--- src/rtl/div32u16_hdr_seq.sv ---
// rtl/div32u16_hdr_seq.sv - approximate 2W/W restoring divider on truncated operands; optional HDR_DIV_ROUND_EN rounds Q to nearest
module div32u16_hdr_seq #(
    parameter int W     = 16,
    parameter int TRUNC = 10
) (
    input  logic             clk,
    input  logic             rst_n,
    input  logic             in_valid,
    output logic             in_ready,
    input  logic [2*W-1:0]   A,
    input  logic [W-1:0]     B,
    output logic             out_valid,
    input  logic             out_ready,
    output logic [2*W-1:0]   Q,
    output logic [W-1:0]     R,
    output logic             DBZ
);
    localparam int NW = 2*W - TRUNC;
    localparam int DW = W - TRUNC;
    localparam int QW = 2*W;
    localparam int CW = $clog2(NW + 1);

    typedef enum logic [1:0] {IDLE, BUSY, DONE} state_t;

    state_t          state, stateNext;
    logic [NW-1:0]   nrReg;
    logic [DW-1:0]   drReg;
    logic [DW-1:0]   remReg;
    logic [CW-1:0]   iterCnt;

    logic [NW-1:0]   nrIn;
    logic [DW-1:0]   drIn;
    logic [DW:0]     trial;
    logic            qBit;
    logic [DW-1:0]   remNext;
    logic [NW-1:0]   qTrunc;
    logic [QW-1:0]   qFinal;
    logic [W-1:0]    rFinal;
    logic            lastIter;
    logic [3*W-1:0]  unusedOps;

    assign nrIn      = A[2*W-1:TRUNC];
    assign drIn      = B[W-1:TRUNC];
    assign unusedOps = {A, B};
    assign in_ready  = (state == IDLE);
    assign out_valid = (state == DONE);

    // One restoring step: the quotient bit shifts into the vacated LSB of nrReg.
    always_comb begin
        trial    = {remReg, nrReg[NW-1]};
        qBit     = (trial >= {1'b0, drReg});
        remNext  = qBit ? DW'(trial - {1'b0, drReg}) : trial[DW-1:0];
        qTrunc   = {nrReg[NW-2:0], qBit};
        lastIter = (iterCnt == CW'(NW - 1));
        rFinal   = W'(remNext) << TRUNC;
`ifdef HDR_DIV_ROUND_EN
        qFinal   = QW'(qTrunc) + QW'(({remNext, 1'b0} >= {1'b0, drReg}) ? 1'b1 : 1'b0);
`else
        qFinal   = QW'(qTrunc);
`endif
    end

    always_comb begin
        stateNext = state;
        case (state)
            IDLE: if (in_valid) stateNext = (drIn == '0) ? DONE : BUSY;
            BUSY: if (lastIter) stateNext = DONE;
            DONE: if (out_ready) stateNext = IDLE;
            default: stateNext = IDLE;
        endcase
    end

    always_ff @(posedge clk or negedge rst_n) begin
        if (!rst_n) state <= IDLE;
        else        state <= stateNext;
    end

    // Result registers only change when a new result loads, so they hold after a pop.
    always_ff @(posedge clk or negedge rst_n) begin
        if (!rst_n) begin
            nrReg   <= '0;
            drReg   <= '0;
            remReg  <= '0;
            iterCnt <= '0;
            Q       <= '0;
            R       <= '0;
            DBZ     <= 1'b0;
        end else begin
            if (state == IDLE && in_valid) begin
                nrReg   <= nrIn;
                drReg   <= drIn;
                remReg  <= '0;
                iterCnt <= '0;
                if (drIn == '0) begin
                    Q   <= '1;
                    R   <= '0;
                    DBZ <= 1'b1;
                end
            end else if (state == BUSY) begin
                nrReg   <= qTrunc;
                remReg  <= remNext;
                iterCnt <= iterCnt + 1'b1;
                if (lastIter) begin
                    Q   <= qFinal;
                    R   <= rFinal;
                    DBZ <= 1'b0;
                end
            end
        end
    end
endmodule

--- config.mk ---
export PLATFORM = sky130hd
export DESIGN_NAME = div32u16_hdr_seq
export DESIGN_NICKNAME = d
export VERILOG_FILES = /design/src/rtl/div32u16_hdr_seq.sv
export SDC_FILE = /design/constraint.sdc
export NUM_CORES = 1
export LEC_CHECK = 0
export ABC_CLOCK_PERIOD_IN_PS = 3000
export CORE_ASPECT_RATIO = 0.7
export CORE_MARGIN = 5
export CORE_UTILIZATION = 35
export DETAILED_ROUTE_END_ITERATION = 8
export PLACE_DENSITY_LB_ADDON = 0.08
export SLEW_MARGIN = 40
export SYNTH_ARGS = -nofsm -noshare
export SYNTH_HDL_FRONTEND = slang
export SYNTH_SLANG_ARGS = --single-unit
--- constraint.sdc ---
create_clock -name clk -period 3 [get_ports clk]
set_clock_uncertainty 0.2 [all_clocks]
set_input_delay 0.3 -clock clk [delete_from_list [all_inputs] [get_ports clk]]
set_output_delay 0.3 -clock clk [all_outputs]
set_load 0.005 [all_outputs]
==> results.txt, run 1 <==
Status: complete, no violations
Commonest cells in the netlist: dfrtp_1 (70), nand2_1 (55), nor2_1 (29)
Max-Cap Viols: 0
FMAX: 444 MHz
Die width: 127 um
Tot GR Track Use: 0.151
Post-synthesis register bit count: 70
Yosys top cell area share: 0.522
Drt initial violations: 172
Slew of the pin with the lowest slew margin: 713 ps
P per Cell Area: 1150 nW/um2
Final Critical Period: 2250 ps
FF-to-FF setup slack: 750 ps
Final WL: 8300 um
RSZ-0062 raised after global routing: false
Synth warn: 0
H-tree depth: 3
Hold Slack: 287 ps
CP Max Fanout: 8
Chip height: 91.9 um
Worst path cell trace: inv_1, ha_1, a21o_1, a31oi_1, o21ai_4, mux2_4, o22ai_2
Total grt overflow: 0
Mapped Area: 3350 um2
Slew Limit Headroom: 0.525
Clock Pin Slew Worst Setup and Hold Paths: 50 ps
Final Max Tran Viols: 0
Largest cells by area after synthesis: dfrtp_1 (52%), nand2_1 (6.2%), o22a_1 (5.5%), buf_4 (4.5%), a31oi_1 (3.9%)
Initial antenna violation count: 0
Layout cells sized above 1: 0.0767
Worst Setup SP: drReg[2]$_DFFE_PN0P_
DR WL/cell: 15.7 um
Crit path max-delay cell type: dfrtp_1
Area Growth Syn to Fin: 30.5%
Initial core utilization: 0.364
Fill count: 901
Vias in the first global route: 2608
Pre-antenna DRT Iters: 4
Synth Instances: 339
Ports: 103
EDFF count, synth: 0
Post-synth ARST share: 1.00
CP peak stage delay: 360 ps
Rows: 29
Cell taking the most area after synthesis: dfrtp_1
Worst setup path class: register to register
Leak: 1.94 nW
Sequential element share of the synthesized area: 0.522
Worst flop-to-flop path endpoint: R[10]$_DFFE_PN0P_
Hold Vio Cnt, Final: 0
Hold crit path type: register to register
Max Buffers Root-to-Sink: 2
Final nets: 461
Met1 GRT Util: 0.223
Drt drc: 0
Final instance area: 4380 um2
RD Place Congestion: 0.800
Critical Path AT: 2300 ps
# resized after CTS: 0
PortBufs: 72
Met2 Usage GRT: 0.212
Crit path required time: 3050 ps
Core Area: 9220 um2
Path depth of the worst reg2reg path: 7
Hold depth: 1
Period utilisation layout: 0.751
Via count: 2552
Layout Utilization: 0.475
Final ANT Viol Nets: 0
# clock sinks: 70
TritonCTS clock tree: yes
DIE AREA: 11700 um2
Type of destination of the critical path: register
Setup TNS: 0 ps
Antenna diode count: 0
Setup crit start kind: register
Top-count cell post-synth: dfrtp_1
Skew-Pair Late Insertion Delay: 330 ps
Pin count of the biggest net entering global routing: 52
First-pass GRT wire length: 14000 um
Overall power: 5.02 mW
Post-DP Area: 4100 um2
Via/cell ratio: 4.83
Peak VDD IR: 0.527 mV
Syn_area_per_cell: 9.90 um2
Finish-stage setup viols: 0
Ys flop type: dfrtp_1
Clk root buf: clkbuf_16
Clock buffer count from CTS: 9
R2r startpoint: drReg[2]$_DFFE_PN0P_
End of the critical path: R[10]$_DFFE_PN0P_
GRT met3 Usage: 0.0494
Post-synthesis cell type count: 40
HPWL Detailed: 5500 um
Busiest grt layer: met1
-- cells in the final DEF, fill, tap and decap left out, types with 2 or more instances in the layout --
master | netlist | routed
a21o_1 | 4 | 4
a21oi_1 | 3 | 3
a31oi_1 | 21 | 21
buf_12 | 0 | 2
buf_4 | 20 | 6
clkbuf_1 | 11 | 3
clkbuf_16 | 0 | 9
clkbuf_8 | 0 | 2
clkdlybuf4s50_1 | 0 | 71
conb_1 | 1 | 10
dfrtp_1 | 70 | 70
ha_1 | 8 | 8
inv_1 | 15 | 15
mux2i_1 | 5 | 5
nand2_1 | 55 | 54
nand2b_1 | 3 | 3
nand3_1 | 9 | 9
nand4_1 | 2 | 2
nor2_1 | 29 | 29
nor2b_1 | 5 | 4
o21a_1 | 3 | 3
o21ai_0 | 17 | 17
o21ai_1 | 3 | 2
o22a_1 | 21 | 21
o22ai_1 | 6 | 6
or2_2 | 2 | 2
xnor2_1 | 2 | 2
xor2_1 | 2 | 2
-- worst min path at each step --
| stage | slack (ps) | from | to |
|---|---|---|---|
| after floorplan | -200 | rst_n | Q[0]$_DFFE_PN0P_ |
| after global placement | 200 | rst_n | drReg[4]$_DFFE_PN0P_ |
| after detailed placement | 200 | rst_n | drReg[4]$_DFFE_PN0P_ |
| after CTS | 290 | Q[16]$_DFFE_PN0P_ | Q[16]$_DFFE_PN0P_ |
| after global routing | 300 | Q[16]$_DFFE_PN0P_ | Q[16]$_DFFE_PN0P_ |
| final | 290 | Q[14]$_DFFE_PN0P_ | Q[14]$_DFFE_PN0P_ |
-- sequential cells by signal, summed over array words and instances, names as in the netlist --
signal	cells
Q	23
iterCnt	5
R	6
remReg	6
nrReg	22
drReg	6
state	2
-- cells by family after synthesis --
group	share of synthesized area
xor+xnor	0.0104
buf+inv	0.0925
simple gates	0.138
compound gates	0.180
other cells	0.00112
mux	0.0194
fa+ha+maj	0.0358
flops	0.522
-- metrics by stage --
step                      std cells  setup WS [ps]
after global placement          512            724
after CTS                       528            761
final                           528            748
after floorplan                 348            963
after global routing            528            629
after detailed placement        512            729
-- layout make-up --
type / count / area (um2) / share of cell area
inverter: 15 / 56.3 / 0.0129
clock inverter: 1 / 5.00 / 0.00114
clock buffer: 14 / 264 / 0.0603
tap: 124 / 155 / 0.0354
sequential: 70 / 1750 / 0.400
multi-input combinational: 223 / 1340 / 0.305
timing repair buffer: 81 / 811 / 0.185
-- what timing repair did --
item / 4_1_cts / 5_1_grt
buffers inserted: 0 / 0
endpoints found under the hold margin: 28 / 0
hold buffers: 1 / 0
-- routing by layer --
layer | wire length (um) | vias up
met5 | 0 | -
met3 | 458 | 7
met2 | 3290 | 70
li1 | - | 1262
met4 | 72 | 0
met1 | 4480 | 1213
-- worst max-delay path: cells and delay by family, from the launching register on --
kind            cells  cell delay [ps]
flops               1              360
fa+ha+maj           1              310
buf+inv             1              100
compound gates      4              860
mux                 1              350
-- where the power goes --
part	total (mW)	switching (mW)	internal, mW
sequential	1.75	0.322	1.42
combinational	2.31	1.12	1.19
clock	0.971	0.371	0.599
Power figures use the tool's default switching activity.
==> run 2, diff against run 1 <==
- ABC_CLOCK_PERIOD_IN_PS: 3000 -> 2300
- clock period: 3 -> 2.3 ns (I/O delays scaled with it)
==> run 2 against run 1 <==
Clock power is 45% higher. Final cell count is 0.57% higher. Critical path type unchanged. Die area stayed put. Final area is 1.3% higher. Total power is 33% higher. Critical path depth is 1 lower.
==> results.txt, run 2 (synthesis gave the netlist of run 1 again) <==
Via count: 2601 (+1.9%)
# clock sinks: 70 (unchanged)
Largest register by flop count: Q
Setup crit start kind: register
Layout Utilization: 0.481 (+0.00597)
Max Buffers Root-to-Sink: 2 (unchanged)
Hold Vio Cnt, Final: 0 (unchanged)
Pre-antenna DRT Iters: 4 (unchanged)
TritonCTS clock tree: yes
Vias in the first global route: 2655 (+1.8%)
DR WL/cell: 15.5 um (-1.3%)
Initial core utilization: 0.364 (unchanged)
P per Cell Area: 1510 nW/um2 (+31%)
Final nets: 463 (+0.43%)
Most frequent cells in the layout: clkdlybuf4s50_1 (71), dfrtp_1 (70), nand2_1 (54)
Critical Path AT: 2260 ps (-40 ps)
FMAX: 454 MHz (+2.2%)
Hold Slack: 223 ps (-64.4 ps)
Type of destination of the critical path: register
Area Growth Syn to Fin: 32.2%
HPWL Detailed: 5490 um (-0.23%)
Hold crit path type: input port to async pin
FF-to-FF setup slack: 100 ps (-650 ps)
CP Max Fanout: 8 (unchanged)
Pin count of the biggest net entering global routing: 71 (+37%)
Setup TNS: 0 ps (unchanged)
Worst setup path class: register to register
Clock Pin Slew Worst Setup and Hold Paths: 60 ps (about the same)
Final ANT Viol Nets: 0 (unchanged)
Layout cells sized above 1: 0.0909 (+0.0142)
Net Sw Power: 2.37 mW (+30%)
Via/cell ratio: 4.90 (+1.3%)
Clk root buf: clkbuf_16
Max-Cap Viols: 0 (unchanged)
Int Power: 4.32 mW (+34%)
Clock buffer count from CTS: 9 (unchanged)
Initial antenna violation count: 0 (unchanged)
RSZ-0062 raised after global routing: false
Fill count: 910 (+1.0%)
First-pass GRT wire length: 14000 um (about the same)
DIE AREA: 11700 um2 (unchanged)
Final Max Tran Viols: 0 (unchanged)
Skew-Pair Late Insertion Delay: 330 ps (about the same)
Overall power: 6.68 mW (+33%)
Setup Buffers After CTS: 0 (unchanged)
H-tree depth: 3 (unchanged)
Final WL: 8230 um (-0.77%)
Logic pwr share: 0.449 (-0.010)
Core Area: 9220 um2 (unchanged)
Tot GR Track Use: 0.150 (-0.00156)
PortBufs: 72 (unchanged)
Chip height: 91.9 um (unchanged)
Most common cell after layout, fill and taps aside: clkdlybuf4s50_1
Total grt overflow: 0 (unchanged)
Biggest regs: Q x23, nrReg x22
Crit path required time: 2350 ps (-700 ps)
Drt drc: 0 (unchanged)
Sequential Power Share: 0.340 (-0.008)
Antenna diode count: 0 (unchanged)
Number of flip-flops under the largest register name: 23 (unchanged)
Clk pwr share: 0.210 (+0.017)
Ports: 103 (unchanged)
Sw Ratio: 0.354 (-0.00701)
RD Place Congestion: 0.746 (-6.7%)
Finish-stage setup viols: 0 (unchanged)
Period utilisation layout: 0.958 (+0.208)
Peak VDD IR: 0.667 mV (+27%)
Leak: 1.96 nW (+1.1%)
Rows: 29 (unchanged)
Status: complete, no violations
Die width: 127 um (unchanged)
Drt initial violations: 140 (-19%)
Final Critical Period: 2200 ps (-48.1 ps)
run 2: changes by cell type in the layout (fill, tap and decap cells not counted):
cell	before	now
clkbuf_1	3	2
clkinvlp_4	0	1
buf_4	6	8
o21ai_0	17	16
ha_2	0	1
a21oi_2	0	1
a21oi_1	3	2
ha_1	8	7
bufinv_16	0	1
o21ai_1	2	3
run 2: cell type report:
class                           count  area, um2  share of cell area
Sequential cell                    70       1750               0.395
Multi-Input combinational cell    223       1340               0.303
Timing Repair Buffer               83        826               0.186
Clock buffer                       13        260              0.0587
Tap cell                          124        155              0.0350
Inverter                           15       56.3              0.0127
Clock inverter                      3       42.5             0.00960
run 2: path summary, 6_finish.rpt:
path,from,endpoint,cells after the start
min,rst_n,state[1]$_DFFE_PN0P_,3
max in group asynchronous,rst_n,drReg[1]$_DFFE_PN0P_,3
min in group clk,A[10],nrReg[0]$_DFFE_PN0P_,3
max reg2reg,remReg[3]$_DFFE_PN0P_,R[10]$_DFFE_PN0P_,6
min reg2reg,Q[9]$_DFFE_PN0P_,Q[9]$_DFFE_PN0P_,1
max,remReg[3]$_DFFE_PN0P_,R[10]$_DFFE_PN0P_,6
run 2: metrics by stage:
stage               area, um2  setup slack [ps]  instances
floorplan                3390               263        348
global placement         4110               126        514
detailed placement       4110               109        514
CTS                      4430              86.7        531
global route             4430              11.5        531
finish                   4430              96.3        531
run 2: worst max-delay path: stages, from the launching register on:
cell	delay, ps
dfrtp_1	400
ha_1	360
a21o_1	210
a211oi_4	290
o21ai_4	180
mux2_4	340
o22ai_2	150
run 2: power groups by stage:
stage / sequential (mW) / combinational, mW / clock (mW)
2_1_floorplan: 2.22 / 1.98 / 0
3_5_place_dp: 2.29 / 3.00 / 0
4_1_cts: 2.28 / 3.02 / 1.45
6_report: 2.27 / 3.00 / 1.41
5_1_grt: 2.37 / 3.39 / 1.49
3_3_place_gp: 2.28 / 2.97 / 0
run 2: layer usage:
| layer | GRT usage | routed length (um) | vias up |
|---|---|---|---|
| met4 | 0.0429 | 78 | 0 |
| met5 | 0 | 0 | - |
| met2 | 0.218 | 3410 | 72 |
| met3 | 0.0511 | 538 | 6 |
| met1 | 0.212 | 4210 | 1250 |
| li1 | - | - | 1273 |
run 2: timing repair:
| item | CTS | global route |
|---|---|---|
| endpoints found under the hold margin | 70 | 0 |
| setup endpoints to repair | 0 | 2 |
| gates resized for setup | 0 | 3 |
| hold buffers | 1 | 0 |
==> run 3, diff against run 2 <==
- SETUP_SLACK_MARGIN: default -> 0.1
==> run 3 against run 2 <==
Final area increased by 0.48%. Global-route usage is essentially flat. Fmax increased by 4.2%. Combinational power increased by 2%. Clock-buffer cell count is the same.
==> results.txt, run 3 (synthesis gave the netlist of run 1 again) <==
Layout cells sized above 1: 0.103 (+0.0120)
Area Growth Syn to Fin: 32.8%
RSZ-0062 raised after global routing: true
Max Buffers Root-to-Sink: 2 (unchanged)
Skew-Pair Late Insertion Delay: 330 ps (about the same)
Setup WS post-layout: 185 ps (+88.9 ps)
Max-Cap Viols: 0 (unchanged)
FMAX: 473 MHz (+4.2%)
Antenna diode count: 0 (unchanged)
Chip height: 91.9 um (unchanged)
Fill count: 908 (-0.22%)
Largest register by flop count: Q
Clock Pin Slew Worst Setup and Hold Paths: 60 ps (about the same)
Pre-CTS setup slack: 109 ps (unchanged)
Most frequent cells in the layout: clkdlybuf4s50_1 (71), dfrtp_1 (70), nand2_1 (54)
Pin count of the biggest net entering global routing: 71 (unchanged)
Hold crit path type: input port to async pin
Number of flip-flops under the largest register name: 23 (unchanged)
P per Cell Area: 1520 nW/um2 (+0.53%)
DIE AREA: 11700 um2 (unchanged)
CP Max Fanout: 7 (-1)
Rows: 29 (unchanged)
First-pass GRT wire length: 14000 um (+0.14%)
Initial antenna violation count: 0 (unchanged)
Total grt overflow: 0 (unchanged)
Ports: 103 (unchanged)
Critical Path AT: 2170 ps (-90 ps)
Status: complete, no violations
DR WL/cell: 15.6 um (+0.45%)
Worst setup path class: register to register
Drt initial violations: 156 (+11%)
Hold Vio Cnt, Final: 0 (unchanged)
Peak VDD IR: 0.667 mV (about the same)
Worst path cell trace: ha_1, a21o_1, a31oi_2, o21ai_4, mux2_4, o22ai_2
Final ANT Viol Nets: 0 (unchanged)
Crit path required time: 2350 ps (about the same)
Vias in the first global route: 2657 (+0.075%)
Via/cell ratio: 4.88 (-0.34%)
H-tree depth: 3 (unchanged)
Final WL: 8290 um (+0.64%)
HPWL Detailed: 5490 um (unchanged)
Crit path max-delay cell type: ha_1
Final nets: 464 (+0.22%)
Core Area: 9220 um2 (unchanged)
Setup crit start kind: register
Final Critical Period: 2110 ps (-88.9 ps)
Clk root buf: clkbuf_16
PortBufs: 72 (unchanged)
Clock buffer count from CTS: 9 (unchanged)
RD Place Congestion: 0.746 (unchanged)
Die width: 127 um (unchanged)
CP peak stage delay: 400 ps (about the same)
Area of the multi-input gates: 1360 um2 (+1.0%)
Setup TNS: 0 ps (unchanged)
Via count: 2597 (-0.15%)
# clock sinks: 70 (unchanged)
Pre-antenna DRT Iters: 4 (unchanged)
Most common cell after layout, fill and taps aside: clkdlybuf4s50_1
Leak: 1.96 nW (about the same)
Biggest regs: Q x23, nrReg x22
TritonCTS clock tree: yes
Drt drc: 0 (unchanged)
Sequential Area: 1750 um2 (unchanged)
Initial core utilization: 0.364 (unchanged)
Period utilisation layout: 0.919 (-0.0386)
Tot GR Track Use: 0.150 (+0.000247)
Finish-stage setup viols: 0 (unchanged)
Final Max Tran Viols: 0 (unchanged)
Type of destination of the critical path: register
run 3: per-layer routing:
| metal | wire length [um] | vias to the layer above | track usage |
|---|---|---|---|
| met3 | 554 | 6 | 0.0511 |
| met4 | 78 | 0 | 0.0429 |
| met1 | 4180 | 1253 | 0.212 |
| li1 | - | 1271 | - |
| met2 | 3470 | 67 | 0.218 |
| met5 | 0 | - | 0 |
run 3: cell type report:
class / count / area share
sequential: 70 / 0.393
clock buffer: 13 / 0.0584
tap: 124 / 0.0348
clock inverter: 3 / 0.00955
multi-input combinational: 223 / 0.304
inverter: 15 / 0.0126
timing repair buffer: 84 / 0.187
run 3: critical path: cells and delay by family (launching register included):
family          cells  cell delay [ps]
flops               1              390
mux                 1              340
compound gates      4              700
fa+ha+maj           1              400
run 3: path summary, 6_finish.rpt:
check                                        to  cells after the start                  start  slack [ps]
max in group asynchronous  drReg[1]$_DFFE_PN0P_                      3                  rst_n        1320
max                           R[10]$_DFFE_PN0P_                      6  remReg[1]$_DFFE_PN0P_         190
min reg2reg                    Q[9]$_DFFE_PN0P_                      1       Q[9]$_DFFE_PN0P_         290
min                        state[1]$_DFFE_PN0P_                      3                  rst_n         230
max reg2reg                   R[10]$_DFFE_PN0P_                      6  remReg[1]$_DFFE_PN0P_         190
min in group clk           nrReg[0]$_DFFE_PN0P_                      3                  A[10]         270
run 3: repair_timing:
action                                 CTS  global route
pin swaps                                0             2
setup endpoints to repair                1             7
endpoints found under the hold margin   70             0
buffers inserted                         1             0
resized for setup                        0             7
hold buffers                             1             0
run 3: per-stage QoR:
step	hold slack (ps)	instances	utilization	total power [mW]	instance area, um2
after floorplan	-266	348	-	4.20	3390
after global placement	89.6	514	0.446	5.24	4110
after detailed placement	90.7	514	0.446	5.29	4110
after CTS	257	532	0.481	6.77	4430
after global routing	277	532	0.483	7.32	4450
final	231	532	0.483	6.75	4450
run 3: power by group:
part           internal [mW]  switching, mW  total (mW)
Combinational           1.61           1.46        3.07
Sequential              1.86          0.415        2.27
Clock                  0.897          0.511        1.41
==> RTL edit 1, RTL diff (flow settings as in run 2) <==
Make the reset (`rst_n`) synchronous in 2 clocked blocks.
--- a/src/rtl/div32u16_hdr_seq.sv
+++ b/src/rtl/div32u16_hdr_seq.sv
@@ -70,13 +70,13 @@
         endcase
     end
 
-    always_ff @(posedge clk or negedge rst_n) begin
+    always_ff @(posedge clk) begin
         if (!rst_n) state <= IDLE;
         else        state <= stateNext;
     end
 
     // Result registers only change when a new result loads, so they hold after a pop.
-    always_ff @(posedge clk or negedge rst_n) begin
+    always_ff @(posedge clk) begin
         if (!rst_n) begin
             nrReg   <= '0;
             drReg   <= '0;
Function: differs if rst_n is asserted again (counterexample within 4 cycles, from zero or initial values and one cycle with rst_n low); with rst_n held inactive, the same outputs for 10 cycles.
==> RTL edit 1 against run 2 <==
Non-clock buffer count up 2. Fmax increased by 1.7%. First-iteration DRC count rose by 36%. Final area is 4.2% lower. Setup slack gained 0.036 ns. Routed wire length decreased by 2.4%. Area after synthesis down 3.4%. Sequential cell count is the same. Die area shrank 3.0%. Final cell count up 1.7%.
Power is not compared: it rests on default switching activity, and its combinational part moved more than twofold at a synthesized area within 25%.
==> RTL edit 1: results <==
status:
  status: "finished clean"
cells_and_area:
  fin_cells: 540
  diodes: 0
  drive_gt1_frac: 0.101
  reg.largest.list: "Q x23, nrReg x22"
  fin_nets: 474
  fill_cells: 867
placed_design:
  dpl-instance-area_um2: 3960
  numPortBuffers: 72
  dp_hpwl_um: 5540
  pre_cts_slack_ns: 0.0901
  routabilityCongestion: 0.858
  dp_cells: 525
worst_setup_path:
  arrival_ns: 2.20
  cp_max_fo: 3
  critPathSlowestCell: "fa_1"
logic_synthesis:
  synth_cell_types: 48
  synth_flop_cell: "dfxtp_1"
  synthMuxAreaShare: 0.0124
  async_flop_share: 0
  synth_xor_area_frac: 0.0189
  synth_area_leaders: "dfxtp_1 43%, nand2_1 7.4%, o221a_1 7.3%"
  synth_enable_flop_cells: 0
  yosysWarningCount: 0
  synth_common_cells: "70 x dfxtp_1, 64 x nand2_1, 35 x nor2_1"
  synth_compound_area_frac: 0.234
  synthAdderAreaFrac: 0.0409
  yosysSeqAreaShare: 0.432
  netlist_instances: 351
drt:
  drt-pass1-iter-count: 6
  wl_met1_um: 4470
  via_count: 2608
  top_layer_used: "met4"
  wl_met3_um: 462
  wl_per_cell_um: 14.9
  dr_wl_met2_um: 3040
  drtIter0Drc: 190
grt:
  grt_pass1_wl_um: 13200
  grtUsageMet1: 0.215
  antenna_found_initial: 0
  track_usage: 0.143
  grt_util_met3: 0.0609
  grt_max_degree: 38
  grt_use_met2: 0.188
  grt_pass1_vias: 2520
clock_tree:
  numCtsBuffers: 9
  clock_path_buffers: 2
  cts_htree_levels: 3
  cts_resized: 0
  clock_latency_ns: 0.33
  clk_pin_slew_ns: 0.05
timing:
  tightest_slew_ns: 0.562
min_path:
  hold_class: "reg -> reg"
power:
  p_leak_nw: 1.56
  peakVddDrop_uv: 303
-- RTL edit 1: final timing paths --
path	startpoint	to	slack (ns)	cells past startpoint
hold reg to reg	drReg[4]$_SDFFE_PN0P_	drReg[4]$_SDFFE_PN0P_	0.26	2
setup reg to reg	nrReg[21]$_SDFFE_PN0P_	remReg[4]$_SDFFE_PP0P_	0.13	9
hold / removal	drReg[4]$_SDFFE_PN0P_	drReg[4]$_SDFFE_PN0P_	0.26	2
setup / recovery	nrReg[21]$_SDFFE_PN0P_	remReg[4]$_SDFFE_PP0P_	0.13	9
-- RTL edit 1: per-stage QoR --
step                hold slack, ns   util  total power [W]
global route                 0.288  0.470          0.00324
floorplan                    0.166      -          0.00167
detailed placement           0.250  0.438          0.00182
CTS                          0.263  0.469          0.00311
finish                       0.259  0.470          0.00308
global placement             0.244  0.438          0.00182
-- RTL edit 1: final cells by class --
cell class | count | share of cell area
inverters | 11 | 0.00972
clock inverters | 4 | 0.00530
well taps | 124 | 0.0365
multi-input cells | 235 | 0.363
clock buffers | 11 | 0.0595
flip-flops and latches | 70 | 0.330
repair buffers | 85 | 0.196
-- RTL edit 1: report_power, final --
group | switching (W) | internal (W) | leakage [nW] | total, W
registers | 0.0000471 | 0.00127 | 0.571 | 0.00132
logic | 0.000268 | 0.000227 | 0.850 | 0.000495
clock network | 0.000493 | 0.000775 | 0.137 | 0.00127
-- RTL edit 1: critical path, delay by kind of cell, from the launching register on --
family / cells / cell delay (ns)
flip-flops: 1 / 0.30
XOR/XNOR: 1 / 0.15
adder cells (fa/ha/maj): 2 / 0.55
buffers and inverters: 2 / 0.16
multiplexers: 1 / 0.13
AO/OA/AOI/OAI: 3 / 0.59
==> RTL edit 2, RTL diff (config.mk and constraints of run 2) <==
Without the edit above. Build with the macro `HDR_DIV_ROUND_EN` defined.
--- a/src/rtl/div32u16_hdr_seq.sv
+++ b/src/rtl/div32u16_hdr_seq.sv
@@ -1,4 +1,6 @@
 // rtl/div32u16_hdr_seq.sv - approximate 2W/W restoring divider on truncated operands; optional HDR_DIV_ROUND_EN rounds Q to nearest
+`define HDR_DIV_ROUND_EN
+
 module div32u16_hdr_seq #(
     parameter int W     = 16,
     parameter int TRUNC = 10
Function: same outputs for any inputs over 10 cycles, from zero or initial values and one cycle with rst_n low; that may be too few to reach the edited logic, so the function may still have changed.
==> RTL edit 2 against run 2 <==
Sequential cell count increased by 1. Via count increased by 27%. Total power increased by 48%. Count of clock-buffer cells in the layout decreased by 1. Area after synthesis increased by 15%. Final area increased by 26%. Fmax decreased by 39%. Core utilization increased by 3.0 points. Setup slack got worse by 1.4 ns. Final cell count increased by 29%. Routed wire length increased by 33%. The flow now finishes with violations (setup timing). First-iteration DRC count increased by 46%.
==> RTL edit 2: results <==
status:
  status: "complete, but fails checks"
  violations: "setup timing"
drt:
  top_layer_used: "met4"
  wl_met3_um: 639
  drtIter0Drc: 205
  wl_per_cell_um: 16.0
  dr_wl_met2_um: 4540
  drt-pass1-iter-count: 5
  via_count: 3299
  drt-total-wl_um: 11000
  wl_met1_um: 5690
worst_setup_path:
  crit_path_end: "Q[20]$_DFFE_PN0P_"
  cp_slowest_stage_delay_ns: 0.41
  worstSetupStartpoint: "remReg[0]$_DFFE_PN0P_"
  arrival_ns: 3.63
  ff2ff_path_depth: 17
  r2r_end: "Q[20]$_DFFE_PN0P_"
  cp_max_fo: 6
  cpLargestDelayFamily: "compound AO/OA/AOI/OAI gates"
logic_synthesis:
  synth_common_cells: "71 x dfrtp_1, 69 x nand2_1, 29 x nor2_1"
  netlist_instances: 415
  yosysSeqAreaShare: 0.459
  synth_cell_types: 48
  async_flop_share: 1.00
  yosysWarningCount: 0
  synth_area_leaders: "dfrtp_1 46%, nand2_1 6.7%, ha_1 5.2%"
clock_tree:
  cts_root_buffer: "clkbuf_16"
  postCtsSetupBuffers: 5
  clock_path_buffers: 2
  cts_resized: 31
placed_design:
  dp_hpwl_um: 7980
  dp_cells: 658
  numPortBuffers: 72
  routabilityCongestion: 0.864
  pre_cts_slack_ns: -1.36
timing:
  setup_tns_ns: -27.69
  fin_ws_ns: -1.31
  report.final.setup_viol: 25
cells_and_area:
  largest_reg_flops: 24
  fin_nets: 598
  reg.largest.list: "Q x24, nrReg x22"
  drive_gt1_frac: 0.253
grt:
  antenna_found_initial: 0
  grt_pass1_wl_um: 17600
  track_usage: 0.167
  grt_max_degree: 43
power:
  intPower_w: 0.00606
  p_leak_nw: 2.37
  peakVddDrop_uv: 680
[RTL edit 2: cell types whose count changed after synthesis, sizes merged, moves of 6 or more]
cell / delta
a21oi: +23
a22oi: +21
a31oi: -20
o22a: -20
nand2: +14
xor2: +14
ha: +8
o21ai: +8
nand3: +7
o22ai: -6
[RTL edit 2: stage by stage]
stage | hold WS (ns) | utilization | instance area [um^2]
6_report | 0.254 | 0.511 | 5590
5_1_grt | 0.305 | 0.511 | 5590
4_1_cts | 0.265 | 0.497 | 5430
3_5_place_dp | 0.0926 | 0.452 | 4940
3_3_place_gp | 0.0952 | 0.452 | 4940
2_1_floorplan | -0.266 | - | 3920
[RTL edit 2: cells by family (layout without fill, tap and decap cells)]
kind of cell | Yosys count | in the layout | synth area share
other cells | 1 | 10 | 0.000970
buf+inv | 56 | 166 | 0.0828
compound gates | 91 | 91 | 0.155
simple gates | 150 | 150 | 0.177
xor+xnor | 23 | 23 | 0.0521
flops | 71 | 71 | 0.459
fa+ha+maj | 17 | 17 | 0.0569
mux | 6 | 6 | 0.0155
[RTL edit 2: cell type report]
cell class	instances	area, um^2
Clock buffer	12	267
Clock inverter	4	51.3
Fill cell	1051	5340
Inverter	15	56.3
Multi-Input combinational cell	297	2040
Sequential cell	71	1780
Tap cell	153	191
Timing Repair Buffer	135	1210
[RTL edit 2: power groups by stage]
stage	clock network, W	logic (W)	registers [W]
2_1_floorplan	0	0.00284	0.00222
3_3_place_gp	0	0.00488	0.00234
3_5_place_dp	0	0.00493	0.00234
4_1_cts	0.00151	0.00544	0.00237
5_1_grt	0.00155	0.00659	0.00246
6_report	0.00147	0.00600	0.00239
[RTL edit 2: routing by layer]
layer / up-vias / global-route usage
met2: 74 / 0.234
li1: 1628 / -
met4: 0 / 0.0426
met1: 1587 / 0.255
met5: - / 0
met3: 10 / 0.0453
